`src/rtl/cache_control_if.sv`:
```
// ----------------------------------------------------------------------------
// cache_control_if
//
// Groups every signal between the cache control FSM and the rest of the
// cache: the CPU memory port, the physical memory port, datapath status, and
// the per-way array write strobes.
//
// Handshake semantics (both ports):
//   The requester raises mem_read/mem_write (CPU side) or pmem_read/pmem_write
//   (memory side) and holds it high until the responder pulses mem_resp or
//   pmem_resp for one cycle. The transfer completes in the cycle where the
//   request and the response are both high.
//
// Modports:
//   slave  : the cache controller (drives responses to the CPU, requests to
//            pmem, and the array strobes)
//   master : the environment (CPU, physical memory and datapath status)
// ----------------------------------------------------------------------------
interface cache_control_if;
    // CPU memory port
    logic       mem_read;
    logic       mem_write;
    logic       mem_resp;
    // datapath status for the indexed set
    logic       is_hit;
    logic       hit_sel;
    logic       valid0;
    logic       valid1;
    logic       dirty0;
    logic       dirty1;
    logic       lru;
    // physical memory port
    logic       pmem_resp;
    logic       pmem_read;
    logic       pmem_write;
    // array write strobes and write data; bit0 = way0, bit1 = way1
    logic [1:0] w_data;
    logic [1:0] w_tag;
    logic [1:0] w_valid;
    logic [1:0] w_dirty;
    logic       w_lru;
    logic       din_valid;
    logic       din_dirty;
    logic       din_lru;
    // datapath mux selects
    logic       data_src;
    logic       pmem_addr_sel;
    logic       victim;

    modport slave (
        input  mem_read, mem_write, is_hit, hit_sel, valid0, valid1,
               dirty0, dirty1, lru, pmem_resp,
        output mem_resp, pmem_read, pmem_write, w_data, w_tag, w_valid,
               w_dirty, w_lru, din_valid, din_dirty, din_lru, data_src,
               pmem_addr_sel, victim
    );

    modport master (
        output mem_read, mem_write, is_hit, hit_sel, valid0, valid1,
               dirty0, dirty1, lru, pmem_resp,
        input  mem_resp, pmem_read, pmem_write, w_data, w_tag, w_valid,
               w_dirty, w_lru, din_valid, din_dirty, din_lru, data_src,
               pmem_addr_sel, victim
    );
endinterface

```
`src/rtl/cache_control.sv`:
```
// ----------------------------------------------------------------------------
// cache_control
//
// Control FSM for the 2-way set-associative LC-3b cache. Hits complete in the
// request cycle; misses write back a dirty victim (WRITEBACK), then fill the
// victim way from physical memory (ALLOCATE), then return to IDLE where the
// access re-evaluates as a hit.
//
// Ports:
//   clk        clock, rising edge
//   rst_n      asynchronous active-low reset; all outputs forced to 0 while low
//   bus        cache_control_if.slave (CPU port, pmem port, status, strobes)
//   dbg_state  current FSM state (0 = IDLE, 1 = WRITEBACK, 2 = ALLOCATE)
//
// Optional feature, macro CACHE_CTRL_PERF_CNT_EN:
//   adds parameter CNT_W and saturating outputs hit_count, miss_count and
//   wb_count (CNT_W bits each). Without the macro they do not exist.
// ----------------------------------------------------------------------------
module cache_control #(
    parameter int NUM_WAYS = 2
`ifdef CACHE_CTRL_PERF_CNT_EN
    ,
    parameter int CNT_W    = 16
`endif
) (
    input  logic                 clk,
    input  logic                 rst_n,
    cache_control_if.slave       bus,
`ifdef CACHE_CTRL_PERF_CNT_EN
    output logic [CNT_W-1:0]     hit_count,
    output logic [CNT_W-1:0]     miss_count,
    output logic [CNT_W-1:0]     wb_count,
`endif
    output logic [1:0]           dbg_state
);

    typedef enum logic [1:0] {
        IDLE      = 2'd0,
        WRITEBACK = 2'd1,
        ALLOCATE  = 2'd2
    } state_t;

    state_t              state;
    state_t              state_nxt;
    logic                victim_q;
    logic                req;
    logic                hit;
    logic                victim_dirty;
    logic                cur_victim;
    logic [NUM_WAYS-1:0] hit_oh;
    logic [NUM_WAYS-1:0] vic_oh;

    // Read and write together is treated as a write, so a request is simply
    // either strobe and the write path keys off mem_write alone.
    assign req          = bus.mem_read | bus.mem_write;
    // A tag match on an invalid way must not count as a hit.
    assign hit          = bus.is_hit & (bus.hit_sel ? bus.valid1 : bus.valid0);
    assign victim_dirty = bus.lru ? (bus.valid1 & bus.dirty1)
                                  : (bus.valid0 & bus.dirty0);
    // In IDLE the victim follows lru; during a miss it is the captured way.
    assign cur_victim   = (state == IDLE) ? bus.lru : victim_q;
    assign hit_oh       = NUM_WAYS'(1) << bus.hit_sel;
    assign vic_oh       = NUM_WAYS'(1) << victim_q;
    assign dbg_state    = state;

    // State register and victim capture
    always_ff @(posedge clk or negedge rst_n) begin
        if (!rst_n) begin
            state    <= IDLE;
            victim_q <= 1'b0;
        end else begin
            state <= state_nxt;
            if (state == IDLE && req && !hit) begin
                victim_q <= bus.lru;
            end
        end
    end

    // Next-state logic
    always_comb begin
        state_nxt = state;
        case (state)
            IDLE: begin
                if (req && !hit) begin
                    state_nxt = victim_dirty ? WRITEBACK : ALLOCATE;
                end
            end
            WRITEBACK: begin
                // A request dropped mid-miss ends after the current transfer.
                if (bus.pmem_resp) begin
                    state_nxt = req ? ALLOCATE : IDLE;
                end
            end
            ALLOCATE: begin
                if (bus.pmem_resp) begin
                    state_nxt = IDLE;
                end
            end
            default: state_nxt = IDLE;
        endcase
    end

    // Output logic; everything is gated by rst_n so requests and strobes
    // drop asynchronously with reset.
    always_comb begin
        bus.mem_resp      = 1'b0;
        bus.pmem_read     = 1'b0;
        bus.pmem_write    = 1'b0;
        bus.w_data        = '0;
        bus.w_tag         = '0;
        bus.w_valid       = '0;
        bus.w_dirty       = '0;
        bus.w_lru         = 1'b0;
        bus.din_valid     = 1'b0;
        bus.din_dirty     = 1'b0;
        bus.din_lru       = 1'b0;
        bus.data_src      = 1'b0;
        bus.pmem_addr_sel = 1'b0;
        bus.victim        = rst_n & cur_victim;
        if (rst_n) begin
            case (state)
                IDLE: begin
                    if (req && hit) begin
                        bus.mem_resp = 1'b1;
                        bus.w_lru    = 1'b1;
                        bus.din_lru  = ~bus.hit_sel;
                        if (bus.mem_write) begin
                            bus.data_src  = 1'b1;
                            bus.w_data    = hit_oh;
                            bus.w_dirty   = hit_oh;
                            bus.din_dirty = 1'b1;
                        end
                    end
                end
                WRITEBACK: begin
                    bus.pmem_write    = 1'b1;
                    bus.pmem_addr_sel = 1'b1;
                    if (bus.pmem_resp) begin
                        bus.w_dirty = vic_oh;
                    end
                end
                ALLOCATE: begin
                    bus.pmem_read = 1'b1;
                    if (bus.pmem_resp) begin
                        bus.w_data    = vic_oh;
                        bus.w_tag     = vic_oh;
                        bus.w_valid   = vic_oh;
                        bus.w_dirty   = vic_oh;
                        bus.din_valid = 1'b1;
                    end
                end
                default: ;
            endcase
        end
    end

`ifdef CACHE_CTRL_PERF_CNT_EN
    // after_fill marks the cycle right after a fill, whose hit completes the
    // original miss and so is not a new hit.
    logic after_fill;

    always_ff @(posedge clk or negedge rst_n) begin
        if (!rst_n) begin
            after_fill <= 1'b0;
            hit_count  <= '0;
            miss_count <= '0;
            wb_count   <= '0;
        end else begin
            after_fill <= (state == ALLOCATE) && bus.pmem_resp && req;
            if (state == IDLE && req && hit && !after_fill && hit_count != '1) begin
                hit_count <= hit_count + CNT_W'(1);
            end
            if (state == IDLE && req && !hit && miss_count != '1) begin
                miss_count <= miss_count + CNT_W'(1);
            end
            if (state == WRITEBACK && bus.pmem_resp && wb_count != '1) begin
                wb_count <= wb_count + CNT_W'(1);
            end
        end
    end
`endif

endmodule

```
`src/flat_wrapper.sv`:
```
// flat-port wrapper written by rule: the top's interface ports become plain ports
module cache_control_flat 
#(
    parameter int NUM_WAYS = 2

)
  (clk, rst_n, dbg_state, bus_mem_read, bus_mem_write, bus_is_hit, bus_hit_sel, bus_valid0, bus_valid1, bus_dirty0, bus_dirty1, bus_lru, bus_pmem_resp, bus_mem_resp, bus_pmem_read, bus_pmem_write, bus_w_data, bus_w_tag, bus_w_valid, bus_w_dirty, bus_w_lru, bus_din_valid, bus_din_dirty, bus_din_lru, bus_data_src, bus_pmem_addr_sel, bus_victim);
  cache_control_if bus_i ();
  input  logic clk;
  input  logic rst_n;
  output logic [1:0] dbg_state;
  input wire logic [$bits(bus_i.mem_read)-1:0] bus_mem_read;
  input wire logic [$bits(bus_i.mem_write)-1:0] bus_mem_write;
  input wire logic [$bits(bus_i.is_hit)-1:0] bus_is_hit;
  input wire logic [$bits(bus_i.hit_sel)-1:0] bus_hit_sel;
  input wire logic [$bits(bus_i.valid0)-1:0] bus_valid0;
  input wire logic [$bits(bus_i.valid1)-1:0] bus_valid1;
  input wire logic [$bits(bus_i.dirty0)-1:0] bus_dirty0;
  input wire logic [$bits(bus_i.dirty1)-1:0] bus_dirty1;
  input wire logic [$bits(bus_i.lru)-1:0] bus_lru;
  input wire logic [$bits(bus_i.pmem_resp)-1:0] bus_pmem_resp;
  output wire logic [$bits(bus_i.mem_resp)-1:0] bus_mem_resp;
  output wire logic [$bits(bus_i.pmem_read)-1:0] bus_pmem_read;
  output wire logic [$bits(bus_i.pmem_write)-1:0] bus_pmem_write;
  output wire logic [$bits(bus_i.w_data)-1:0] bus_w_data;
  output wire logic [$bits(bus_i.w_tag)-1:0] bus_w_tag;
  output wire logic [$bits(bus_i.w_valid)-1:0] bus_w_valid;
  output wire logic [$bits(bus_i.w_dirty)-1:0] bus_w_dirty;
  output wire logic [$bits(bus_i.w_lru)-1:0] bus_w_lru;
  output wire logic [$bits(bus_i.din_valid)-1:0] bus_din_valid;
  output wire logic [$bits(bus_i.din_dirty)-1:0] bus_din_dirty;
  output wire logic [$bits(bus_i.din_lru)-1:0] bus_din_lru;
  output wire logic [$bits(bus_i.data_src)-1:0] bus_data_src;
  output wire logic [$bits(bus_i.pmem_addr_sel)-1:0] bus_pmem_addr_sel;
  output wire logic [$bits(bus_i.victim)-1:0] bus_victim;
  assign bus_i.mem_read = bus_mem_read;
  assign bus_i.mem_write = bus_mem_write;
  assign bus_i.is_hit = bus_is_hit;
  assign bus_i.hit_sel = bus_hit_sel;
  assign bus_i.valid0 = bus_valid0;
  assign bus_i.valid1 = bus_valid1;
  assign bus_i.dirty0 = bus_dirty0;
  assign bus_i.dirty1 = bus_dirty1;
  assign bus_i.lru = bus_lru;
  assign bus_i.pmem_resp = bus_pmem_resp;
  assign bus_mem_resp = bus_i.mem_resp;
  assign bus_pmem_read = bus_i.pmem_read;
  assign bus_pmem_write = bus_i.pmem_write;
  assign bus_w_data = bus_i.w_data;
  assign bus_w_tag = bus_i.w_tag;
  assign bus_w_valid = bus_i.w_valid;
  assign bus_w_dirty = bus_i.w_dirty;
  assign bus_w_lru = bus_i.w_lru;
  assign bus_din_valid = bus_i.din_valid;
  assign bus_din_dirty = bus_i.din_dirty;
  assign bus_din_lru = bus_i.din_lru;
  assign bus_data_src = bus_i.data_src;
  assign bus_pmem_addr_sel = bus_i.pmem_addr_sel;
  assign bus_victim = bus_i.victim;
  cache_control #(.NUM_WAYS(NUM_WAYS)) u_core (.clk(clk), .rst_n(rst_n), .bus(bus_i), .dbg_state(dbg_state));
endmodule
```
`config.mk`:
```
export PLATFORM = sky130hd
export DESIGN_NAME = cache_control_flat
export DESIGN_NICKNAME = d
export VERILOG_FILES = /design/src/rtl/cache_control_if.sv /design/src/rtl/cache_control.sv /design/src/flat_wrapper.sv
export SDC_FILE = /design/constraint.sdc
export NUM_CORES = 1
export LEC_CHECK = 0
export ABC_AREA = 1
export CAP_MARGIN = 20
export CORE_MARGIN = 1
export CORE_UTILIZATION = 33
export CTS_CLUSTER_SIZE = 30
export DETAILED_ROUTE_END_ITERATION = 8
export GPL_TIMING_DRIVEN = 0
export PLACE_DENSITY = 0.72
export REMOVE_ABC_BUFFERS = 1
export SYNTH_ARGS = -nofsm -noshare
export SYNTH_HDL_FRONTEND = slang
export SYNTH_SLANG_ARGS = --single-unit
```
`constraint.sdc`:
```
create_clock -name clk -period 1.9 [get_ports clk]
set_input_delay 0.285 -clock clk [delete_from_list [all_inputs] [get_ports clk]]
set_output_delay 0.285 -clock clk [all_outputs]
set_load 0.1 [all_outputs]
```
==> flow_metrics.env <==
export IMPL_outcome="complete, but fails checks"
export IMPL_violations="negative setup slack"
export IMPL_crit_family="simple AND/OR/NAND/NOR gates"
export IMPL_grt_max_degree=9
export IMPL_relSlewSlack_pct=36.2
export IMPL_placed_area_sq_um=748
export IMPL_fp_dieH_um=39.2
export IMPL_max_cap_viol_count=0
export IMPL_synthFlopType="dfrtp_1"
export IMPL_reg2reg_depth=8
export IMPL_vias_per_cell=4.67
export IMPL_tightest_slew_ns=0.960
export IMPL_gp_congestion=0.771
export IMPL_grt_pass1_wl_um=1910
export IMPL_fin_area_sq_um=933
export IMPL_p_sw_mw=0.815
export IMPL_critical_path_startpoint_type="flip-flop"
export IMPL_antenna_left=0
export IMPL_worstPathArrival_ns=1.62
export IMPL_core_region_area_sq_um=1300
export IMPL_cts_clk_slew_worst_paths_ns=0.03
export IMPL_async_flop_share_pct=100
export IMPL_synth_common_cells="inv_1 (16), nand2_1 (16), nor2_1 (9)"
export IMPL_synth_edf_count=0
export IMPL_seq_area_frac_synth_pct=16.4
export IMPL_timing_critical_path_cells="inv_2 > ha_4 > inv_4 > nor2_4 > nand3_4 > nor2_4 > buf_12"
export IMPL_internal_power_mw=0.467
export IMPL_max_freq_ghz=0.525
export IMPL_hold_path_class="input pin to async pin"
export IMPL_start_util_pct=35.1
export IMPL_dp_hpwl_um=936
export IMPL_seqPwrFrac_pct=9.0
export IMPL_synth_area_top_cells="dfrtp_1 (16%), inv_1 (13%), nand2_1 (13%), ha_1 (11%), nand3_1 (8.8%)"
export IMPL_p_per_area_nw_per_um2=1370
export IMPL_slowest_stage="dfrtp_1"
export IMPL_wire_per_inst_um=10.7
export IMPL_setup_viol=2
export IMPL_cpMostUsedCell="nor2_4"
export IMPL_synth_cell_types=15
export IMPL_io_pins=32
export IMPL_critical_path_buf_inv_count=3
export IMPL_clock_power_share_pct=8.4
export IMPL_fp_dieW_um=39.2
export IMPL_num_rows=13
export IMPL_critical_path_depth=7
export IMPL_layout_setup_ws_ns=-0.00606
export IMPL_drv_slew=0
export IMPL_peakVddDrop_mv=0.929
export IMPL_synthToLayoutAreaGrowth_pct=104
export IMPL_cts_sinks=3
export IMPL_drc=0
export IMPL_io_buffers=31
export IMPL_cpPeakStageDelay_ns=0.40
export IMPL_grt_use_total_pct=18.8
export IMPL_synth_warnings=0
export IMPL_syn_cell_area_sq_um=457
export IMPL_place_ws_ns=-1.02
export IMPL_wl_um=1340
export IMPL_grt_antenna_before_repair=0
export IMPL_grt_ovfl_total=0
export IMPL_period_share_pct=100
export IMPL_p_comb_share_pct=82.5
export IMPL_synth_cells=77
export IMPL_via_count=584
export IMPL_synth_area_per_cell_sq_um=5.93
export IMPL_crit_fanout=5
export IMPL_path_class="flip-flop to primary output"
export IMPL_p_total_mw=1.28
export IMPL_crit_path_end_kind="primary output"
export IMPL_hold_viol_final=0
export IMPL_p_leak_nw=0.496
export IMPL_cts_made_buffers=3
export IMPL_antenna_cells=0
export IMPL_yosys_area_top_type="dfrtp_1"
export IMPL_cts_tree="built"
export IMPL_first_pass_iters=4
export IMPL_cts_root_buf="clkbuf_4"
export IMPL_final_layout_size_suffix_gt1_share_pct=41.8
export IMPL_fin_skew_ns=0.0000625
export IMPL_ys_seq_elements=3
export IMPL_worstPathRequired_ns=1.62
export IMPL_nets=127
export IMPL_clkLatencyLatePin_ns=0.23
export IMPL_htree_levels=1
export IMPL_period_needed_ns=1.91
export IMPL_rsz0062_at_grt="true"
export IMPL_cts_hold_buf=0
export IMPL_switching_share_pct=63.6
export IMPL_synth_top_cell_area_share_pct=16.4
export IMPL_cts_buffer_depth=2
export IMPL_grt_pass1_vias=491
export IMPL_die_area_sq_um=1540
export IMPL_drtIter0Drc=7
-- cell families (layout without fill, tap and decap cells) --
family / Yosys count / in the layout / share of synthesized area (%)
flops: 3 / 3 / 16.4
compound gates: 8 / 8 / 8.77
fa+ha+maj: 4 / 4 / 11.0
buf+inv: 22 / 55 / 22.2
simple gates: 40 / 40 / 41.6
-- stage by stage --
stage	util [%]	TNS (ns)	instances	hold slack [ns]
final	71.7	-0.0118	125	0.0676
after global routing	71.7	-0.453	125	0.0794
after CTS	63.3	0	125	0.0485
after detailed placement	57.5	-15.00	118	0.550
after global placement	57.5	-14.68	118	0.543
after floorplan	-	-26.54	72	-0.0106
-- power by group through the flow --
| stage | Clock [mW] | Combinational, mW | Sequential (mW) |
|---|---|---|---|
| floorplan | 0 | 0.596 | 0.228 |
| global placement | 0 | 0.902 | 0.122 |
| detailed placement | 0 | 0.909 | 0.122 |
| CTS | 0.115 | 0.979 | 0.114 |
| global route | 0.122 | 1.11 | 0.119 |
| finish | 0.108 | 1.06 | 0.116 |
-- layout make-up --
| type | count | area (sq um) |
|---|---|---|
| inverter | 17 | 66.3 |
| tap | 15 | 18.8 |
| sequential | 3 | 75.1 |
| multi-input combinational | 52 | 360 |
| fill | 115 | 368 |
| clock buffer | 4 | 26.3 |
| timing repair buffer | 34 | 387 |
-- sequential cells by signal (all words and copies together) (netlist names) --
name / cells
u_core.dbg_state: 2
u_core.victim_q: 1
-- path summary, 6_finish.rpt --
path	start	to	slack, ns
max	u_core.dbg_state[1]$_DFFE_PN0P_	bus_din_dirty	-0.006
min	rst_n	u_core.victim_q$_DFFE_PN0P_	0.07
max reg2reg	u_core.dbg_state[1]$_DFFE_PN0P_	u_core.dbg_state[0]$_DFFE_PN0P_	0.58
min reg2reg	u_core.dbg_state[1]$_DFFE_PN0P_	u_core.dbg_state[1]$_DFFE_PN0P_	0.63
max in group asynchronous	rst_n	u_core.dbg_state[0]$_DFFE_PN0P_	1.58
min in group clk	bus_valid1	u_core.dbg_state[0]$_DFFE_PN0P_	0.50
-- cell usage in the layout, fill, tap and decap left out, drive strengths merged --
master and count:
dlygate4sd2 3, clkdlybuf4s50 7, buf 20, dfrtp 3, clkbuf 5, dlymetal6s2s 2, or2 1, nor2 11
a21oi 6, o21ai 2, ha 4, inv 17, nand3 10, clkdlybuf4s15 1, nand2 18
-- per-layer routing --
| metal | wire (um) | global-route usage (%) | vias up |
|---|---|---|---|
| met4 | 0 | 7.76 | 0 |
| li1 | - | - | 300 |
| met2 | 753 | 30.8 | 20 |
| met5 | 0 | 0 | - |
| met1 | 526 | 22.6 | 264 |
| met3 | 61 | 5.20 | 0 |
-- worst register-to-register path: stages (launching register included) --
cell     delay, ns
dfrtp_1       0.40
buf_4         0.15
ha_1          0.21
nor2_1        0.11
nor2_1        0.06
inv_1         0.08
nand2_1       0.07
nand2_1       0.07
nand2_1       0.05
-- timing repair --
item / CTS / global route
resized for setup: 126 / 34
endpoints found under the setup margin: 20 / 12
setup buffers: 3 / 0
pin swaps: 1 / 8
cloned: 0 / 0
Power figures use the tool's default switching activity.
